**config.mk**
```make
export PLATFORM = sky130hd
export DESIGN_NAME = mult_unit
export DESIGN_NICKNAME = d
export VERILOG_FILES = /design/src/rtl/mult_unit.sv
export SDC_FILE = /design/constraint.sdc
export NUM_CORES = 1
export LEC_CHECK = 0
export BUFFER_PORTS_ARGS = -buffer_cell sky130_fd_sc_hd__clkbuf_2
export CORE_ASPECT_RATIO = 1.1
export CORE_MARGIN = 2
export CORE_UTILIZATION = 63
export DETAILED_ROUTE_END_ITERATION = 12
export PLACE_DENSITY_LB_ADDON = 0.15
export SLEW_MARGIN = 20
export SYNTH_ARGS = -nofsm -noshare
export SYNTH_HDL_FRONTEND = slang
export SYNTH_SLANG_ARGS = --single-unit
```
**constraint.sdc**
```tcl
create_clock -name clk -period 5.1 [get_ports clk]
set_input_delay 0.51 -clock clk [delete_from_list [all_inputs] [get_ports clk]]
set_output_delay 0.51 -clock clk [all_outputs]
set_load 0.01 [all_outputs]
```
**src/rtl/mult_unit.sv**
```systemverilog
// mult_unit: sequential 32x32 multiplier for MULT/MULTU in the execute stage.
// Radix-2 shift-and-add over WIDTH iterations. Signed operands are converted
// to magnitudes at capture time, and the 2*WIDTH-bit product is negated in a
// final FIX cycle if the operand signs differed.
//
// Ports:
//   clk        rising-edge clock
//   rst        synchronous active-high reset; wins over start
//   start      operation request, sampled only in IDLE
//   is_signed  1 = MULT (two's complement), 0 = MULTU; captured with start
//   a, b       multiplicand / multiplier; captured with start
//   busy       high while in RUN or FIX
//   done       one-cycle pulse when hi/lo update
//   hi, lo     product [2W-1:W] / [W-1:0]; held until the next completion
//
// state  | meaning
// -------+---------------------------------------------------------------
// S_IDLE | waiting for start; hi/lo hold the last product
// S_RUN  | one add-and-shift iteration per cycle, WIDTH cycles in total
// S_FIX  | conditional negate, hi/lo written, done pulsed
module mult_unit #(
  parameter int WIDTH = 32
) (
  input  logic             clk,
  input  logic             rst,
  input  logic             start,
  input  logic             is_signed,
  input  logic [WIDTH-1:0] a,
  input  logic [WIDTH-1:0] b,
  output logic             busy,
  output logic             done,
  output logic [WIDTH-1:0] hi,
  output logic [WIDTH-1:0] lo
);

  localparam int CW = $clog2(WIDTH);

  typedef enum logic [1:0] {S_IDLE, S_RUN, S_FIX} state_t;

  state_t             state, state_nxt;
  logic [WIDTH-1:0]   mcand, mplier, acc;
  logic               neg;
  logic [CW-1:0]      count;

  logic [WIDTH-1:0]   a_mag, b_mag;
  logic [WIDTH-1:0]   addend, sum;
  logic               sum_cout;
  logic [2*WIDTH-1:0] prod, prod_fix;

  // Magnitude of the most negative value is itself, read as unsigned.
  assign a_mag = (is_signed && a[WIDTH-1]) ? (~a + {{(WIDTH-1){1'b0}}, 1'b1}) : a;
  assign b_mag = (is_signed && b[WIDTH-1]) ? (~b + {{(WIDTH-1){1'b0}}, 1'b1}) : b;

  assign addend = mplier[0] ? mcand : '0;

  // acc + addend as a chain of 4-bit carry-lookahead groups.
  logic       c_grp;
  logic [3:0] g4, p4;
  logic       c1, c2, c3, c4;

  always_comb begin
    c_grp    = 1'b0;
    sum      = '0;
    g4       = '0;
    p4       = '0;
    c1       = 1'b0;
    c2       = 1'b0;
    c3       = 1'b0;
    c4       = 1'b0;
    for (int gi = 0; gi < WIDTH / 4; gi++) begin
      g4 = acc[4*gi +: 4] & addend[4*gi +: 4];
      p4 = acc[4*gi +: 4] ^ addend[4*gi +: 4];
      c1 = g4[0] | (p4[0] & c_grp);
      c2 = g4[1] | (p4[1] & g4[0]) | (p4[1] & p4[0] & c_grp);
      c3 = g4[2] | (p4[2] & g4[1]) | (p4[2] & p4[1] & g4[0])
         | (p4[2] & p4[1] & p4[0] & c_grp);
      c4 = g4[3] | (p4[3] & g4[2]) | (p4[3] & p4[2] & g4[1])
         | (p4[3] & p4[2] & p4[1] & g4[0]) | ((&p4) & c_grp);
      sum[4*gi +: 4] = p4 ^ {c3, c2, c1, c_grp};
      c_grp = c4;
    end
    sum_cout = c_grp;
  end

  assign prod     = {acc, mplier};
  assign prod_fix = neg ? (~prod + {{(2*WIDTH-1){1'b0}}, 1'b1}) : prod;

  assign busy = (state == S_RUN) || (state == S_FIX);

  always_comb begin
    state_nxt = state;
    case (state)
      S_IDLE:  if (start) state_nxt = S_RUN;
      S_RUN:   if (count == '0) state_nxt = S_FIX;
      S_FIX:   state_nxt = S_IDLE;
      default: state_nxt = S_IDLE;
    endcase
  end

  always_ff @(posedge clk) begin
    if (rst) state <= S_IDLE;
    else     state <= state_nxt;
  end

  // count is a down-counter of remaining iterations; zero marks the last one.
  always_ff @(posedge clk) begin
    if (rst) begin
      mcand  <= '0;
      mplier <= '0;
      acc    <= '0;
      neg    <= 1'b0;
      count  <= '0;
      done   <= 1'b0;
      hi     <= '0;
      lo     <= '0;
    end else begin
      done <= 1'b0;
      case (state)
        S_IDLE: begin
          if (start) begin
            mcand  <= a_mag;
            mplier <= b_mag;
            neg    <= is_signed & (a[WIDTH-1] ^ b[WIDTH-1]);
            acc    <= '0;
            count  <= CW'(WIDTH - 1);
          end
        end
        S_RUN: begin
          acc    <= {sum_cout, sum[WIDTH-1:1]};
          mplier <= {sum[0], mplier[WIDTH-1:1]};
          count  <= count - 1'b1;
        end
        S_FIX: begin
          hi   <= prod_fix[2*WIDTH-1:WIDTH];
          lo   <= prod_fix[WIDTH-1:0];
          done <= 1'b1;
        end
        default: ;
      endcase
    end
  end

endmodule

```
[Yosys cells after proc, flatten, opt, wreduce, memory -nomap -nowiden]
Cells that the tools add are included.
Word-level totals
  register bits: 169
  input bits: 68
  output and inout port bits: 66
  word-level logic and storage cells: 266
Operators by class
  $add $sub $neg: 4
  eq/ne operators: 4
  mux-type cells: 14
  bitwise operators: 219
  reductions and logical operators: 16
Operators with widths (number)
  32-bit two-way mux: 5
  32-bit one-hot mux with 2 select lines: 2
  1-bit AND: 115
  1-bit OR: 76
  32-bit by 1-bit adder with 32-bit output (second input constant): 2
  64-bit by 1-bit adder with 64-bit output (second input constant): 1
  64-bit two-way mux: 1
  32-bit inverter: 2
  64-bit inverter: 1
  4-bit bitwise XOR: 16
  4-bit AND: 8
  4-bit AND reduction: 7
  5-bit one-hot mux with 2 select lines: 1
  2-bit AND reduction: 3
  5-bit zero test: 1
  5-bit two-way mux: 1
  5-bit by 1-bit subtractor with 5-bit output (second input constant): 1
  2-bit two-way mux: 2
  2-bit one-hot mux with 2 select lines: 1
  2-bit by 1-bit == test with 1-bit output (second input constant): 1
  2-bit == test (second input constant): 1
  1-bit logical AND: 2
  2-bit zero test: 1
  2-bit by 1-bit inequality test with 1-bit output (second input constant): 1
  5 further kinds: 5

[Logic depth before layout (Yosys ltp)]
Gate-level depths: netlist of the first run.
  word-level depth: 22
  mapped depth: 14
  depth with buffers taken out: 12

[Worst setup path before layout of the first run]
OpenSTA, ideal clock, no wires.
  path type: flip-flop to flip-flop
  start point: register mplier[0]
  end point: register acc[28]
  library setup time: 128 ps
  arrival: 3256 ps
  data required time: 4972 ps
  slack: 1716 ps
  stages on the path, launching flop included: 15
  path buffers: 2
  period minus slack after synthesis: 3384 ps
  path through: dfxtp_1 -> clkbuf_1 -> clkbuf_1 -> and2_1 -> ha_1 -> a2111oi_0 -> o21ai_0 -> o2111ai_1 -> a2111oi_0 -> nor3_1 -> nor2_1 -> fa_1 -> xor2_1 -> a22oi_1 -> nor2_1
Between the ends
  word-level cells in the longest chain between the ends: 22
  elaborated cells on any way between the ends: 95
  those cells by class: 2 x mux; 87 x bitwise; 6 x reduce/logical
Ends and longest elaborated chain
  from (decl): line 41  | logic [WIDTH-1:0] mcand, mplier, acc;
  from (signal assigned): line 122  | mplier <= b_mag;
  from (signal assigned): line 130  | mplier <= {sum[0], mplier[WIDTH-1:1]};
  32-bit two-way mux *: line 54  | assign addend = mplier[0] ? mcand : '0;
  4-bit bitwise XOR or 4-bit AND (tied branches): line 72, 71
  1-bit AND, on equally long branches: line 77, 78
  1-bit OR, or another cell as far along: line 77  | c4 = g4[3] | (p4[3] & g4[2]) | (p4[3] & p4[2] & g4[1])
  1-bit OR or 1-bit AND (tied branches): line 77, 78
  1-bit OR: line 78  | | (p4[3] & p4[2] & p4[1] & g4[0]) | ((&p4) & c_grp);
  1-bit AND: line 78
  1-bit OR: line 78
  (+6 left out)
  1-bit AND: line 78
  1-bit OR: line 78
  1-bit AND: line 78
  1-bit OR: line 78
  1-bit AND: line 73  | c1 = g4[0] | (p4[0] & c_grp);
  1-bit OR: line 73
  4-bit bitwise XOR *: line 79  | sum[4*gi +: 4] = p4 ^ {c3, c2, c1, c_grp};
  32-bit one-hot mux with 2 select lines *: line 118  | case (state)
  to (signal assigned): line 129  | acc <= {sum_cout, sum[WIDTH-1:1]};
  to (decl): line 41
Every way passes the cells marked *; elsewhere a longest branch is shown, timed or not.
A chain may end at the register's enable or synchronous reset.

[Final worst setup path of the first run]
Ends and elaborated chain as after synthesis.

==> results.yml, run 1 <==
run_status:
  status: "complete, no violations"
cts:
  cts_tree: "yes"
  clkLatencyLatePin_ps: 440
  clock-sinks: 169
  cts_hold_buf: 0
  clk_path_buf_depth: 2
  path_clk_slew_ps: 60
  cts_setup_buffers: 0
  cts_resized: 0
  root_buffer: "clkbuf_16"
  cts_buffers: 17
  htreeDepth: 4
worst_setup_path:
  path_class: "flop to flop"
  cp.arrival_ps: 4490
  critical_path.max_fanout: 38
  r2r-end: "acc[28]"
  rrSetupSlack_ps: 910
  rr_worst_depth: 12
  required_ps: 5400
  end_kind: "flop"
  r2r_start: "mplier[0]"
  cp-start-kind: "flop"
route:
  viasPerCell: 5.91
  ant_nets: 0
  finalWirelength_mm: 23.9
  wl_per_cell_um: 15.7
  num_vias: 9011
  drt_iter0_drc: 725
  drc_errors: 0
  dr.pass1.iters: 8
worst_hold_path:
  min_from: "a[0]"
  hp-class: "primary input to flop"
  hold_depth: 3
  whs_endpoint: "mcand[0]"
floorplanning:
  core-area_um2: 15700
  pin_count: 134
  dieArea_um2: 17200
  die_h_um: 137
  num_rows: 48
  initial_core_util_pct: 64.7
  die_w_um: 125
timing:
  hold_viol: 0
  finalSetupViolCount: 0
  setup-tns-final_ps: 0
  worst_pin_slew_ps: 1060
  skew_ps: 8.87
  relSlewSlack_pct: 29.1
  drv_slew: 0
  final.hold.worst_slack_ps: 374
  fmax_mhz: 238
  grt_setup_unrepaired: "no"
  fin_crit_ps: 4190
  timing.final.crit_share_pct: 82.2
power_and_ir_drop:
  leakagePower_nw: 4.70
  p_per_area_nw_per_um2: 345
  peakVddDrop_uv: 263
global_routing:
  antenna_found_initial: 0
  grt_max_degree: 94
  grt_pass1_wl_mm: 40.0
  grt_pass1_vias: 8072
  grt_usage_pct: 28.5
  globalRouteOverflowTotal: 0
final_layout:
  synthToLayoutAreaGrowth_pct: 13.0
  final_nets: 1427
  fillCellCount: 1256
  ff_latch_area_um2: 3390
  drive_above_1_share_pct: 14.7
  num_antenna_cells: 0
  multi_input_area_um2: 6400
synth:
  ys_ff_latch: 169
  synth_area_leaders: "dfxtp_1 (33%), xor2_1 (7.9%), a211oi_1 (6.3%), nor2_1 (6.1%), ha_1 (4.9%)"
  synth_cell_types: 73
  syn_nets: 1345
  synth_ff_type: "dfxtp_1"
  syn_area_per_cell_um2: 8.28
  yosys.area.top_type: "dfxtp_1"
  ys_warn_count: 0
  ys_seq_area_share_pct: 33.2
  netlist_area_um2: 10200
  synth_most_common_cell: "dfxtp_1"
  synth_cells: 1229
  synth_common_cells: "dfxtp_1 (169), nor2_1 (165), nand2_1 (98), xor2_1 (92), a211oi_1 (85)"
  synth_enable_flop_cells: 0
  synth_top_area_share_pct: 33.2
  ys_async_sr_fraction_pct: 0
place:
  hpwl_mm: 17.5
  place_congestion: 0.909
  io_buffers: 133
flow_run:
  drv_cap: 0
-- stage by stage --
step                      power (W)  cell area (um2)  instances  setup WS (ps)  util [%]
final                       0.00397            11500       1524            906      73.1
after global routing        0.00417            11500       1524            642      73.1
after CTS                   0.00397            11500       1524           1020      73.1
after detailed placement    0.00259            10900       1492           1060      69.0
after global placement      0.00257            10900       1492           1150      69.0
after floorplan             0.00231            10200       1229           1720         -
-- worst max path at each step --
stage,startpoint,end,slack [ps],depth (start not counted)
floorplan,mplier[0],acc[28],1720,14
global placement,mplier[0],acc[28],1150,12
detailed placement,mplier[0],acc[28],1060,12
CTS,mplier[0],acc[28],1020,12
global route,mplier[0],acc[28],640,12
finish,mplier[0],acc[28],910,12
-- sequential cells by signal, summed over array words and instances (netlist names) --
signal / flops
acc: 32
hi: 32
lo: 32
mcand: 32
mplier: 32
count: 5
state: 2
done: 1
neg: 1
-- kinds of logic (layout without fill, tap and decap cells) --
family                     Yosys count  in the layout  share of synthesized area [%]
AOI/OAI and AO/OA                  326            326                           22.5
adders and majority gates           48             48                           6.49
buffers and inverters              103            198                           4.12
and+or+nand+nor                    430            430                           20.4
xor gates and xnor gates           139            139                           12.0
DFF                                169            169                           33.2
muxes                               14             14                           1.38
-- layout make-up --
| class | instances | area share [%] |
|---|---|---|
| multi-input cells | 957 | 55.7 |
| flip-flops and latches | 169 | 29.4 |
| repair buffers | 141 | 6.33 |
| clock buffers | 22 | 4.12 |
| well taps | 200 | 2.18 |
| clock inverters | 10 | 1.44 |
| inverters | 25 | 0.816 |
-- where the power goes --
group | switching (W) | leakage (nW) | internal (W)
clock network | 0.000527 | 0.303 | 0.000860
registers | 0.000166 | 1.38 | 0.00146
logic | 0.000582 | 3.02 | 0.000375
total | 0.00128 | 4.70 | 0.00269
-- critical path: stages (launching register included) --
cell and delay, ps:
dfxtp_1 1020, and2_1 240, ha_1 270, a2111oi_0 390
o21ai_0 220, o2111ai_1 440, a2111oi_0 230, nor3_1 380
nor2_1 100, fa_1 380, xor2_1 170, a22oi_1 140
nor2_1 60
-- placed cells by master, fill, tap and decap left out, drive strengths merged, types with 10 or more instances in the layout --
| cell | count |
|---|---|
| nand3 | 17 |
| inv | 25 |
| nand2 | 98 |
| xnor2 | 47 |
| or4 | 15 |
| nor2 | 165 |
| clkbuf | 154 |
| nor3 | 22 |
| and2 | 41 |
| xor2 | 92 |
| o41ai | 13 |
| or3 | 17 |
| a222oi | 11 |
| o21ai | 52 |
| mux2i | 14 |
| ha | 40 |
| a22o | 10 |
| o211ai | 10 |
| a211oi | 85 |
| nand2b | 10 |
| a21oi | 54 |
| a22oi | 20 |
| nor4 | 11 |
| o31ai | 33 |
| dfxtp | 169 |
-- metal layers --
layer / global-route usage, % / wire length, um / up-vias
li1: - / - / 4598
met3: 5.59 / 1820 / 25
met5: 0 / 0 / -
met1: 42.8 / 11900 / 4067
met4: 7.96 / 280 / 0
met2: 41.4 / 9850 / 321
(Power assumes the default switching activity.)
==> run 2: changes to the inputs <==
Settings changed: ABC_AREA from default to 1, CORE_UTILIZATION 63 to 59.
Clock period 5.1 ns to 4.2 ns, I/O delays scaled along.
==> results.yml, run 2 <==
cts:
  cts_setup_buffers: 0
  cts_resized: 0
  clkLatencyLatePin_ps: 440
  clock-sinks: 169
  cts_hold_buf: 0
  root_buffer: "clkbuf_16"
  path_clk_slew_ps: 70
  cts_buffers: 17
  htreeDepth: 4
  cts_tree: "yes"
  clk_path_buf_depth: 2
route:
  drc_errors: 0
  viasPerCell: 5.53
  drt_iter0_drc: 733
  wl_per_cell_um: 15.1
  ant_nets: 0
  num_vias: 11100
  dr.pass1.iters: 5
  finalWirelength_mm: 30.4
floorplanning:
  num_rows: 52
  pin_count: 134
  dieArea_um2: 19800
  die_w_um: 134
  die_h_um: 147
  initial_core_util_pct: 60.0
  core-area_um2: 18300
worst_setup_path:
  cpMostUsedCell: "nand2_2"
  cpLargestDelayFamily: "simple AND/OR/NAND/NOR gates"
  required_ps: 4480
  cp.arrival_ps: 3640
  cp-start-kind: "flop"
  slowest_delay_ps: 630
  cpMaxStageDelayCell: "dfxtp_1"
  crit_chain: "buf_4 -> nand2_1 -> inv_1 -> ha_1 -> a21oi_1 -> o21ai_0 -> a21oi_1 -> nand2_2 -> nand2_2 -> nand2_2 -> nand2_1 -> nand2_2 -> nand2_2 -> nand2_2 -> fa_1 -> xor2_1 -> nand2_1 -> a21oi_1"
  critical_path.max_fanout: 22
  path_class: "flop to flop"
  end_kind: "flop"
  critPathBufInv: 2
power_and_ir_drop:
  peakVddDrop_uv: 305
  p_clk_share_pct: 25.3
  power_w: 0.00679
  p_switching_w: 0.00287
  power_frac_comb_pct: 40.8
  leakagePower_nw: 6.24
  p_int_w: 0.00391
  p_per_area_nw_per_um2: 545
  swShare_pct: 42.4
  p_seq_share_pct: 33.9
timing:
  skew_ps: 9.61
  timing.final.crit_share_pct: 79.9
  fin_crit_ps: 3360
  drv_slew: 0
  worst_pin_slew_ps: 1040
  setup-tns-final_ps: 0
  hold_viol: 0
  fmax_mhz: 298
  relSlewSlack_pct: 30.5
  finalSetupViolCount: 0
  grt_setup_unrepaired: "no"
synth:
  ys_seq_area_share_pct: 30.7
  syn_nets: 1781
  netlist_area_um2: 11000
  ys_async_sr_fraction_pct: 0
  syn_area_per_cell_um2: 6.61
  synth_cell_types: 49
  synth_ff_type: "dfxtp_1"
  synth_common_cells: "nand2_1 (328), inv_1 (220), nor2_1 (190), dfxtp_1 (169), a21oi_1 (158)"
  synth_most_common_cell: "nand2_1"
  synth_top_area_share_pct: 30.7
  synth_cells: 1665
  ys_warn_count: 0
  synth_enable_flop_cells: 0
  synth_area_leaders: "dfxtp_1 (31%), nand2_1 (11%), inv_1 (7.5%), a21oi_1 (7.2%), nor2_1 (6.5%)"
  ys_ff_latch: 169
  yosys.area.top_type: "dfxtp_1"
final_layout:
  synthToLayoutAreaGrowth_pct: 13.1
  postLayoutCellArea_um2: 12400
  fillCellCount: 1718
  multi_input_area_um2: 6490
  ff_latch_area_um2: 3380
  num_antenna_cells: 0
  drive_above_1_share_pct: 13.4
  final_nets: 1874
  post-route-util_pct: 67.8
  layout_common_cells: "nand2_1 (328), inv_1 (219), nor2_1 (189)"
  instances_no_fill: 2014
  layout_commonest_cell: "nand2_1"
place:
  place_area_um2: 11800
  dp_cells: 1982
  hpwl_mm: 22.7
  io_buffers: 133
  place_congestion: 0.931
global_routing:
  grt_usage_pct: 31.0
  grt_max_degree: 96
  grt_pass1_vias: 10400
  grt_pass1_wl_mm: 49.7
  globalRouteOverflowTotal: 0
  antenna_found_initial: 0
flow_run:
  drv_cap: 0
run_status:
  status: "complete, no violations"
worst_hold_path:
  hp-class: "primary input to flop"
[run 2: changes by cell type after synthesis, moves of 33 or more]
cell	change
a211oi_1	-84
a21oi_1	+104
and2_1	-39
inv_1	+196
nand2_1	+230
nand3_1	+37
o21ai_0	+68
xnor2_1	-33
[run 2: power groups by stage]
stage	sequential, W	combinational (W)	clock (W)
3_3_place_gp	0.00232	0.00269	0
3_5_place_dp	0.00232	0.00274	0
2_1_floorplan	0.00227	0.00196	0
5_1_grt	0.00233	0.00312	0.00180
4_1_cts	0.00229	0.00276	0.00173
6_report	0.00230	0.00277	0.00172
[run 2: worst min-delay path: stages]
cell      delay, ps
clkbuf_2         70
inv_1            70
a21oi_1         120
[run 2: cell type report]
| cell class | count | area share, % |
|---|---|---|
| Clock buffer | 18 | 3.45 |
| Clock inverter | 14 | 1.68 |
| Inverter | 229 | 6.92 |
| Multi-Input combinational cell | 1195 | 52.2 |
| Sequential cell | 169 | 27.2 |
| Tap cell | 243 | 2.44 |
| Timing Repair Buffer | 146 | 6.13 |
[run 2: metrics by stage]
step           setup slack (ps)  hold WS [ps]
2_1_floorplan              1240           441
3_3_place_gp               1030           448
3_5_place_dp                888           453
4_1_cts                     870           283
5_1_grt                     621           302
6_report                    843           287
[run 2: logic make-up (layout without fill, tap and decap cells)]
| kind of cell | after synthesis | in the layout | synth area share (%) |
|---|---|---|---|
| AOI/OAI and AO/OA | 382 | 382 | 19.5 |
| xor gates and xnor gates | 79 | 79 | 6.29 |
| adders and majority gates | 48 | 48 | 6.00 |
| buffers and inverters | 301 | 407 | 10.4 |
| DFF | 169 | 169 | 30.7 |
| and+or+nand+nor | 686 | 686 | 27.1 |
[run 2: layer usage]
| metal | vias to the layer above | part of all wire (%) | track usage [%] |
|---|---|---|---|
| li1 | 5638 | - | - |
| met1 | 5127 | 41 | 36.3 |
| met2 | 304 | 51 | 56.5 |
| met3 | 71 | 4.1 | 3.90 |
| met4 | 0 | 3.7 | 13.5 |
| met5 | - | 0 | 0 |
[run 2: final timing paths]
path	startpoint	endpoint	slack, ps	cells after the start
setup / recovery	mplier[0]	acc[28]	840	18
hold / removal	a[0]	mcand[0]	290	3
setup reg to reg	mplier[0]	acc[28]	840	18
hold reg to reg	count[0]	count[0]	470	2
==> run 3: changes to the inputs <==
Settings changed: ABC_AREA 1 to 0.
Clock period 4.2 ns to 3.3 ns, I/O delays scaled along.
==> results.yml, run 3 (synthesis results as in run 1) <==
timing:
  timing.final.crit_share_pct: 94.2
  skew_ps: 13.6
  hold_viol: 0
  fmax_mhz: 322
  worst_pin_slew_ps: 966
  fin_crit_ps: 3110
  drv_slew: 0
  relSlewSlack_pct: 35.4
  finalSetupViolCount: 0
place:
  place_congestion: 0.898
  hpwl_mm: 18.7
  io_buffers: 133
global_routing:
  grt_busiest_layer: "met1"
  grt_max_degree: 68
  grt_usage_pct: 27.5
  grt_pass1_vias: 8264
  met1_usage_pct: 42.4
  globalRouteOverflowTotal: 0
  antenna_found_initial: 0
  use_met3_pct: 5.43
  grt_util_met2_pct: 38.6
  grt_pass1_wl_mm: 40.8
final_layout:
  drive_above_1_share_pct: 18.0
  layout_commonest_cell: "dfxtp_1"
  synthToLayoutAreaGrowth_pct: 16.3
  num_antenna_cells: 0
  layout_common_cells: "dfxtp_1 (167), nor2_1 (165), clkbuf_2 (132)"
  final_nets: 1470
  fillCellCount: 1432
  post-route-util_pct: 69.9
cts:
  clk_path_buf_depth: 2
  path_clk_slew_ps: 70
  cts_hold_buf: 0
  root_buffer: "clkbuf_16"
  cts_buffers: 17
  cts_tree: "yes"
  clock-sinks: 169
  htreeDepth: 4
  clkLatencyLatePin_ps: 440
worst_setup_path:
  crit_chain: "buf_12 -> and2_1 -> ha_1 -> a2111oi_2 -> o21ai_1 -> o2111ai_2 -> buf_4 -> a31oi_1 -> nor2b_1 -> inv_1 -> fa_1 -> xor2_1 -> a22oi_1 -> nor2_1"
  r2r-end: "acc[20]"
  end_kind: "flop"
  critical_path.max_fanout: 26
  cp.arrival_ps: 3420
  rr_worst_depth: 14
  r2r_start: "mplier[0]"
  cp-start-kind: "flop"
  rrSetupSlack_ps: 190
  required_ps: 3610
  slowest_delay_ps: 380
  cpMaxStageDelayCell: "a2111oi_2"
  path_class: "flop to flop"
floorplanning:
  core-area_um2: 17000
  pin_count: 134
  num_rows: 50
  dieArea_um2: 18300
  die_h_um: 142
  initial_core_util_pct: 60.1
  die_w_um: 129
route:
  viasPerCell: 5.77
  dr.pass1.iters: 8
  ant_nets: 0
  drc_errors: 0
  finalWirelength_mm: 25.1
  drt_iter0_drc: 759
  wl_per_cell_um: 15.7
  num_vias: 9234
flow_run:
  drv_cap: 0
worst_hold_path:
  whs_endpoint: "mcand[1]"
  hp-class: "primary input to flop"
  min_from: "a[1]"
  hold_depth: 3
power_and_ir_drop:
  leakagePower_nw: 4.90
  power_w: 0.00596
  peakVddDrop_uv: 403
  p_per_area_nw_per_um2: 503
run_status:
  status: "complete, no violations"
==> run 3: final cells by class <==
| class | count | area [um2] | share of cell area [%] |
|---|---|---|---|
| inverter | 25 | 93.8 | 0.792 |
| tap | 234 | 293 | 2.47 |
| multi-input combinational | 957 | 6440 | 54.4 |
| clock inverter | 12 | 90.1 | 0.761 |
| sequential | 169 | 3390 | 28.6 |
| timing repair buffer | 184 | 1080 | 9.09 |
| clock buffer | 20 | 467 | 3.94 |
==> run 3: layer usage <==
metal  routed length [um]  part of all wire (%)  vias up
met5                    0                     0        -
met4                  397                   1.6        0
met3                 1890                   7.5       35
met2                10300                    41      315
met1                12500                    50     4189
li1                     -                     -     4695
==> run 3: timing repair <==
action | CTS | global route
endpoints found under the setup margin | 1 | 13
buffers inserted | 0 | 2
hold endpoints to repair | 0 | 0
pin swaps | 1 | 0
gates cloned | 0 | 0
resized for setup | 1 | 9
==> run 3: where the power goes <==
group          leakage [nW]  total [W]  internal [W]  switching, W
Combinational          3.25    0.00167      0.000655       0.00101
Clock                 0.269    0.00186       0.00103      0.000833
Sequential             1.38    0.00243       0.00225      0.000185
==> run 3: through the flow <==
step / setup slack (ps) / area [um2] / TNS [ps] / hold slack [ps] / instances
6_report: 191 / 11800 / 0 / 202 / 1601
5_1_grt: -12.9 / 11800 / -15.4 / 236 / 1601
4_1_cts: 44.3 / 11800 / 0 / 201 / 1599
3_5_place_dp: 8.29 / 11200 / 0 / 446 / 1567
3_3_place_gp: 128 / 11200 / 0 / 448 / 1567
2_1_floorplan: 33.9 / 10200 / 0 / 432 / 1229
==> run 3: how the worst max path moves through the flow <==
stage               cells after the start  endpoint      start  slack (ps)
global placement                       13   acc[27]  mplier[0]         130
CTS                                    14   acc[28]  mplier[0]          40
global route                           14   acc[20]  mplier[0]         -10
finish                                 14   acc[20]  mplier[0]         190
floorplan                              14   acc[28]  mplier[0]          30
detailed placement                     14   acc[28]  mplier[0]           8
==> run 3: critical path, delay by kind of cell (launching register included) <==
| kind | cells | cell delay, ps |
|---|---|---|
| and+or+nand+nor | 3 | 440 |
| buffers and inverters | 3 | 410 |
| xor gates and xnor gates | 1 | 150 |
| AOI/OAI and AO/OA | 5 | 1050 |
| DFF | 1 | 340 |
| adders and majority gates | 2 | 610 |
